<file path="src/rtl/adquisicion_adc_if.sv">
// Serial ADC link plus the sample stream towards the filter stage.
// The acquisition block drives through the master modport. The ADC and the filter side use the slave modport.
interface adquisicion_adc_if;
   logic        en;
   logic        sdata;
   logic        cs_n;
   logic        sclk;
   logic [24:0] u;
   logic        rx;
   logic        busy;

   modport master (
      input  en, sdata,
      output cs_n, sclk, u, rx, busy
   );

   modport slave (
      output en, sdata,
      input  cs_n, sclk, u, rx, busy
   );
endinterface

</file>
<file path="src/rtl/adquisicion_adc.sv">
// Periodic 16-bit serial ADC reader. It frames one conversion per sample period.
// It recentres the 12-bit code and scales it into a signed 25-bit sample with a one-cycle strobe.
module adquisicion_adc #(
   parameter int unsigned SAMPLE_DIV = 2268,
   parameter int unsigned SHIFT      = 8
) (
   input  logic             clk,
   input  logic             rst,
   adquisicion_adc_if.master adc
);

   typedef enum logic [1:0] {
      S_IDLE,
      S_SHIFT,
      S_DONE
   } state_e;

   localparam logic [15:0] CNT_MAX = 16'(SAMPLE_DIV - 1);

   state_e      state_q, state_d;
   logic [15:0] cnt_q, cnt_d;
   logic [4:0]  cyc_q, cyc_d;
   logic [15:0] sr_q, sr_d;
   logic [24:0] u_q, u_d;
   logic        cs_n_q, cs_n_d;
   logic        sclk_q, sclk_d;
   logic        rx_q, rx_d;
   logic        busy_q, busy_d;

   logic              tick;
   logic signed [12:0] centred;
   logic signed [24:0] centred_ext;

   // The period counter never stops, so the sample rate is locked to clk even while en is low.
   always_comb begin
      cnt_d = (cnt_q == CNT_MAX) ? 16'd0 : cnt_q + 16'd1;
      tick  = (cnt_q == 16'd0);
   end

   always_comb begin
      centred     = 13'({1'b0, sr_q[11:0]}) - 13'sd2048;
      centred_ext = 25'(centred);
   end

   always_comb begin
      state_d = state_q;
      cyc_d   = cyc_q;
      sr_d    = sr_q;
      u_d     = u_q;
      cs_n_d  = cs_n_q;
      sclk_d  = sclk_q;
      rx_d    = 1'b0;
      busy_d  = busy_q;
      unique case (state_q)
         S_IDLE: begin
            if (tick && adc.en) begin
               state_d = S_SHIFT;
               cyc_d   = 5'd0;
               cs_n_d  = 1'b0;
               sclk_d  = 1'b0;
               busy_d  = 1'b1;
            end
         end
         S_SHIFT: begin
            sclk_d = ~sclk_q;
            cyc_d  = cyc_q + 5'd1;
            // The bit is captured on the same edge that raises sclk toward the ADC.
            if (!sclk_q)
               sr_d = {sr_q[14:0], adc.sdata};
            if (cyc_q == 5'd31) begin
               state_d = S_DONE;
               cs_n_d  = 1'b1;
               sclk_d  = 1'b1;
            end
         end
         S_DONE: begin
            u_d     = centred_ext <<< SHIFT;
            rx_d    = 1'b1;
            busy_d  = 1'b0;
            state_d = S_IDLE;
         end
         default: state_d = S_IDLE;
      endcase
   end

   always_ff @(posedge clk) begin
      if (rst) begin
         state_q <= S_IDLE;
         cnt_q   <= 16'd0;
         cyc_q   <= 5'd0;
         sr_q    <= 16'd0;
         u_q     <= 25'd0;
         cs_n_q  <= 1'b1;
         sclk_q  <= 1'b1;
         rx_q    <= 1'b0;
         busy_q  <= 1'b0;
      end else begin
         state_q <= state_d;
         cnt_q   <= cnt_d;
         cyc_q   <= cyc_d;
         sr_q    <= sr_d;
         u_q     <= u_d;
         cs_n_q  <= cs_n_d;
         sclk_q  <= sclk_d;
         rx_q    <= rx_d;
         busy_q  <= busy_d;
      end
   end

   assign adc.cs_n = cs_n_q;
   assign adc.sclk = sclk_q;
   assign adc.u    = u_q;
   assign adc.rx   = rx_q;
   assign adc.busy = busy_q;

endmodule
</file>
<file path="src/flat_wrapper.sv">
// flat-port wrapper written by rule: the top's interface ports become plain ports
module adquisicion_adc_flat 
#(
   parameter int unsigned SAMPLE_DIV = 2268,
   parameter int unsigned SHIFT      = 8
)
  (clk, rst, adc_en, adc_sdata, adc_cs_n, adc_sclk, adc_u, adc_rx, adc_busy);
  adquisicion_adc_if adc_i ();
  input  logic clk;
  input  logic rst;
  input wire logic [$bits(adc_i.en)-1:0] adc_en;
  input wire logic [$bits(adc_i.sdata)-1:0] adc_sdata;
  output wire logic [$bits(adc_i.cs_n)-1:0] adc_cs_n;
  output wire logic [$bits(adc_i.sclk)-1:0] adc_sclk;
  output wire logic [$bits(adc_i.u)-1:0] adc_u;
  output wire logic [$bits(adc_i.rx)-1:0] adc_rx;
  output wire logic [$bits(adc_i.busy)-1:0] adc_busy;
  assign adc_i.en = adc_en;
  assign adc_i.sdata = adc_sdata;
  assign adc_cs_n = adc_i.cs_n;
  assign adc_sclk = adc_i.sclk;
  assign adc_u = adc_i.u;
  assign adc_rx = adc_i.rx;
  assign adc_busy = adc_i.busy;
  adquisicion_adc #(.SAMPLE_DIV(SAMPLE_DIV), .SHIFT(SHIFT)) u_core (.clk(clk), .rst(rst), .adc(adc_i));
endmodule
</file>
<file path="config.mk">
export PLATFORM = sky130hd
export DESIGN_NAME = adquisicion_adc_flat
export DESIGN_NICKNAME = d
export VERILOG_FILES = /design/src/rtl/adquisicion_adc_if.sv /design/src/rtl/adquisicion_adc.sv /design/src/flat_wrapper.sv
export SDC_FILE = /design/constraint.sdc
export NUM_CORES = 1
export LEC_CHECK = 0
export BUFFER_PORTS_ARGS = -buffer_cell sky130_fd_sc_hd__buf_2
export CAP_MARGIN = 20
export CORE_ASPECT_RATIO = 1.25
export CORE_MARGIN = 8
export CORE_UTILIZATION = 58
export CTS_BUF_LIST = sky130_fd_sc_hd__clkbuf_4 sky130_fd_sc_hd__clkbuf_8
export CTS_CLUSTER_SIZE = 24
export DETAILED_ROUTE_END_ITERATION = 6
export PLACE_DENSITY = 0.81
export SLEW_MARGIN = 10
export SYNTH_ARGS = -nofsm -noshare
export SYNTH_HDL_FRONTEND = slang
export SYNTH_SLANG_ARGS = --single-unit
</file>
<file path="constraint.sdc">
create_clock -name clk -period 2.1 [get_ports clk]
set_input_delay 0 -clock clk [delete_from_list [all_inputs] [get_ports clk]]
set_output_delay 0 -clock clk [all_outputs]
set_load 0.02 [all_outputs]
</file>
==> metrics.yaml <==
timing:
  drv_slew: 0
  hold_violations: 0
  skew_ps: 7.28
  worst_slew_pin_slew_ps: 514
  setup_viol: 0
  rsz0062_at_grt: "no"
  slew_headroom_pct: 65.7
  post-route-period-util_pct: 78.5
  setup-tns-final_ps: 0
  fmax_ghz: 0.606
  period_minus_slack_ps: 1650
critical_path:
  crit_end: "u_core.cnt_q[14]"
  critical_path.cell_chain: "ha_1 -> nand4_1 -> or2_1 -> or3_1 -> a21oi_1"
  worstPathRequired_ps: 2340
  crit_type: "reg2reg"
  r2r.worst_path.cells: 5
  r2r_start: "u_core.cnt_q[0]"
  path_delay_family: "simple AND/OR/NAND/NOR gates"
  regToRegEndpoint: "u_core.cnt_q[14]"
  rrSetupSlack_ps: 450
  critical_path_depth: 5
  crit_buf_inv: 0
  critPathCaptureType: "register"
  slowest_delay_ps: 400
  worstSetupStartpointType: "register"
  critPathMaxFanout: 5
  cp.arrival_ps: 1890
  startpoint: "u_core.cnt_q[0]"
  critPathSlowestCell: "dfxtp_1"
power:
  p_leak_nw: 0.938
  pwr_density_cell_nw_per_um2: 751
  ir_drop_mv: 0.597
logic_synthesis:
  synth_top_cell_area_share_pct: 47.1
  yosysMostFrequentCell: "dfxtp_1"
  yosysWarnings: 0
  synth_area_leaders: "dfxtp_1 (47%), nand2_1 (8.3%), a21oi_1 (6.2%)"
  syn-instance-count: 259
  seq_area_frac_synth_pct: 47.1
  synth-edff-count: 0
  synth_top_cell_by_area: "dfxtp_1"
  synthDistinctLibCells: 36
  syn-mean-instance-area_sq_um: 8.38
  yosys-top-cells-count: "dfxtp_1 (51), nand2_1 (48), a21oi_1 (27)"
  synth-seq-cells: 51
  async_flop_share_pct: 0
  synth_top_flop_cell: "dfxtp_1"
  synth_area_sq_um: 2170
floorplan:
  die_h_um: 84.4
  core_sq_um: 3690
  io_pins: 33
  num_rows: 25
  dieWidth_um: 70.7
  start_util_pct: 58.8
  dieArea_sq_um: 5970
global_route:
  grt_pass1_wl_um: 7160
  overflow: 0
  grt_start_max_net_pins: 39
  antenna_found_initial: 0
  track_usage_pct: 14.8
  grt_pass1_vias: 1575
clock_tree:
  cts_root_buf: "clkbuf_8"
  clk_path_buf_depth: 2
  htree_levels: 2
  clock_sinks: 51
  cts_tree: "done"
  cts_buffers: 5
  clkTransAtPathRegs_ps: 90
  post_cts_buffers: 0
  cts-resized-gates: 0
  cts-hold-fix-buffers: 1
  clk_latency_ps: 310
place:
  dp.cells: 311
  dpl-instance-area_sq_um: 2260
  dpl.hpwl_um: 2970
  gp_congestion: 0.759
  port_buffers: 24
drt:
  post_drt_wl_per_cell_um: 13.2
  vias_per_cell: 5.48
  dr.pass1.iters: 4
  dr_wl_met3_um: 199
  drc_errors: 0
  final_antenna_net_count: 0
  vias: 1752
  met1Wirelength_um: 1780
  routed_wl_um: 4230
  drtIter0Drc: 135
  top_layer_used: "met4"
  dr_wl_met2_um: 2170
min_path:
  timing.hold.worst.class: "in2reg"
  min_from: "rst"
layout:
  drive_gt1_share_pct: 16.4
  final_area_sq_um: 2380
  syn2layout_area_growth_pct: 9.75
  stdcell_count: 320
  diodes: 0
  fill_cells: 357
  nNetsFinal: 287
run_status:
  outcome: "completed"
flow_run:
  cap_violations: 0
[worst min-delay path: stages]
cell      delay (ps)
buf_2             90
o21bai_2         180
a21oi_2           40
[worst min-delay path by stage]
stage / endpoint / cells past startpoint
final: u_core.cnt_q[15] / 3
after detailed placement: u_core.sr_q[0] / 3
after global routing: u_core.cnt_q[15] / 3
after floorplan: u_core.sr_q[0] / 2
after CTS: u_core.cnt_q[15] / 3
after global placement: u_core.sr_q[0] / 3
[layout make-up]
type                       count  area, sq um  share of cell area [%]
inverter                       4         15.0                   0.631
multi-input combinational    187         1010                    42.6
sequential                    51         1020                    42.9
timing repair buffer          30          168                    7.04
clock inverter                 3         43.8                    1.84
clock buffer                   5         68.8                    2.89
tap                           40         50.0                    2.10
[routing by layer]
metal / global-route usage (%) / vias up
li1: - / 888
met4: 6.64 / 0
met5: 0 / -
met2: 26.1 / 32
met3: 5.24 / 10
met1: 15.2 / 822
[per-stage QoR]
step	hold WS, ps	power (mW)	worst slack, ps	util, %
final	41.2	1.79	451	64.5
after floorplan	136	1.12	589	-
after detailed placement	262	1.13	475	61.2
after global routing	59.9	1.86	220	64.5
after global placement	255	1.13	535	61.2
after CTS	36.3	1.81	449	64.5
[power by group]
part	internal, mW	switching, mW	total (mW)
registers	0.983	0.0172	1.00
clock network	0.355	0.320	0.675
logic	0.0360	0.0774	0.113
total	1.37	0.415	1.79
[registers in the layout, summed over array words and instances (netlist names)]
signal,count
u_core.cnt_q,16
u_core.adc.cs_n,1
u_core.cyc_q,5
u_core.sr_q,12
u_core.adc.sclk,1
u_core.state_q,2
u_core.adc.rx,1
u_core.adc.busy,1
u_core.adc.u,12
[placed cells by master (no fill, tap or decap), drive strengths merged, types with 3 or more instances in the layout]
cell type,n
nand3,11
xor2,6
nand3b,7
or3,3
nand2,49
nand2b,4
and4,3
clkbuf,5
nand4,4
inv,4
conb,8
a21oi,28
nor3,4
dfxtp,51
and3,6
nor2,23
xnor2,6
buf,29
ha,4
a31oi,3
o21ai,5
[cells by family after synthesis]
group,after synthesis,share of synthesized area [%]
compound gates,43,11.2
xor+xnor,12,4.84
fa+ha+maj,4,2.31
buf+inv,28,7.38
flops,51,47.1
other cells,1,0.173
simple gates,120,27.0
No activity file was read; power rests on OpenSTA's default activity.
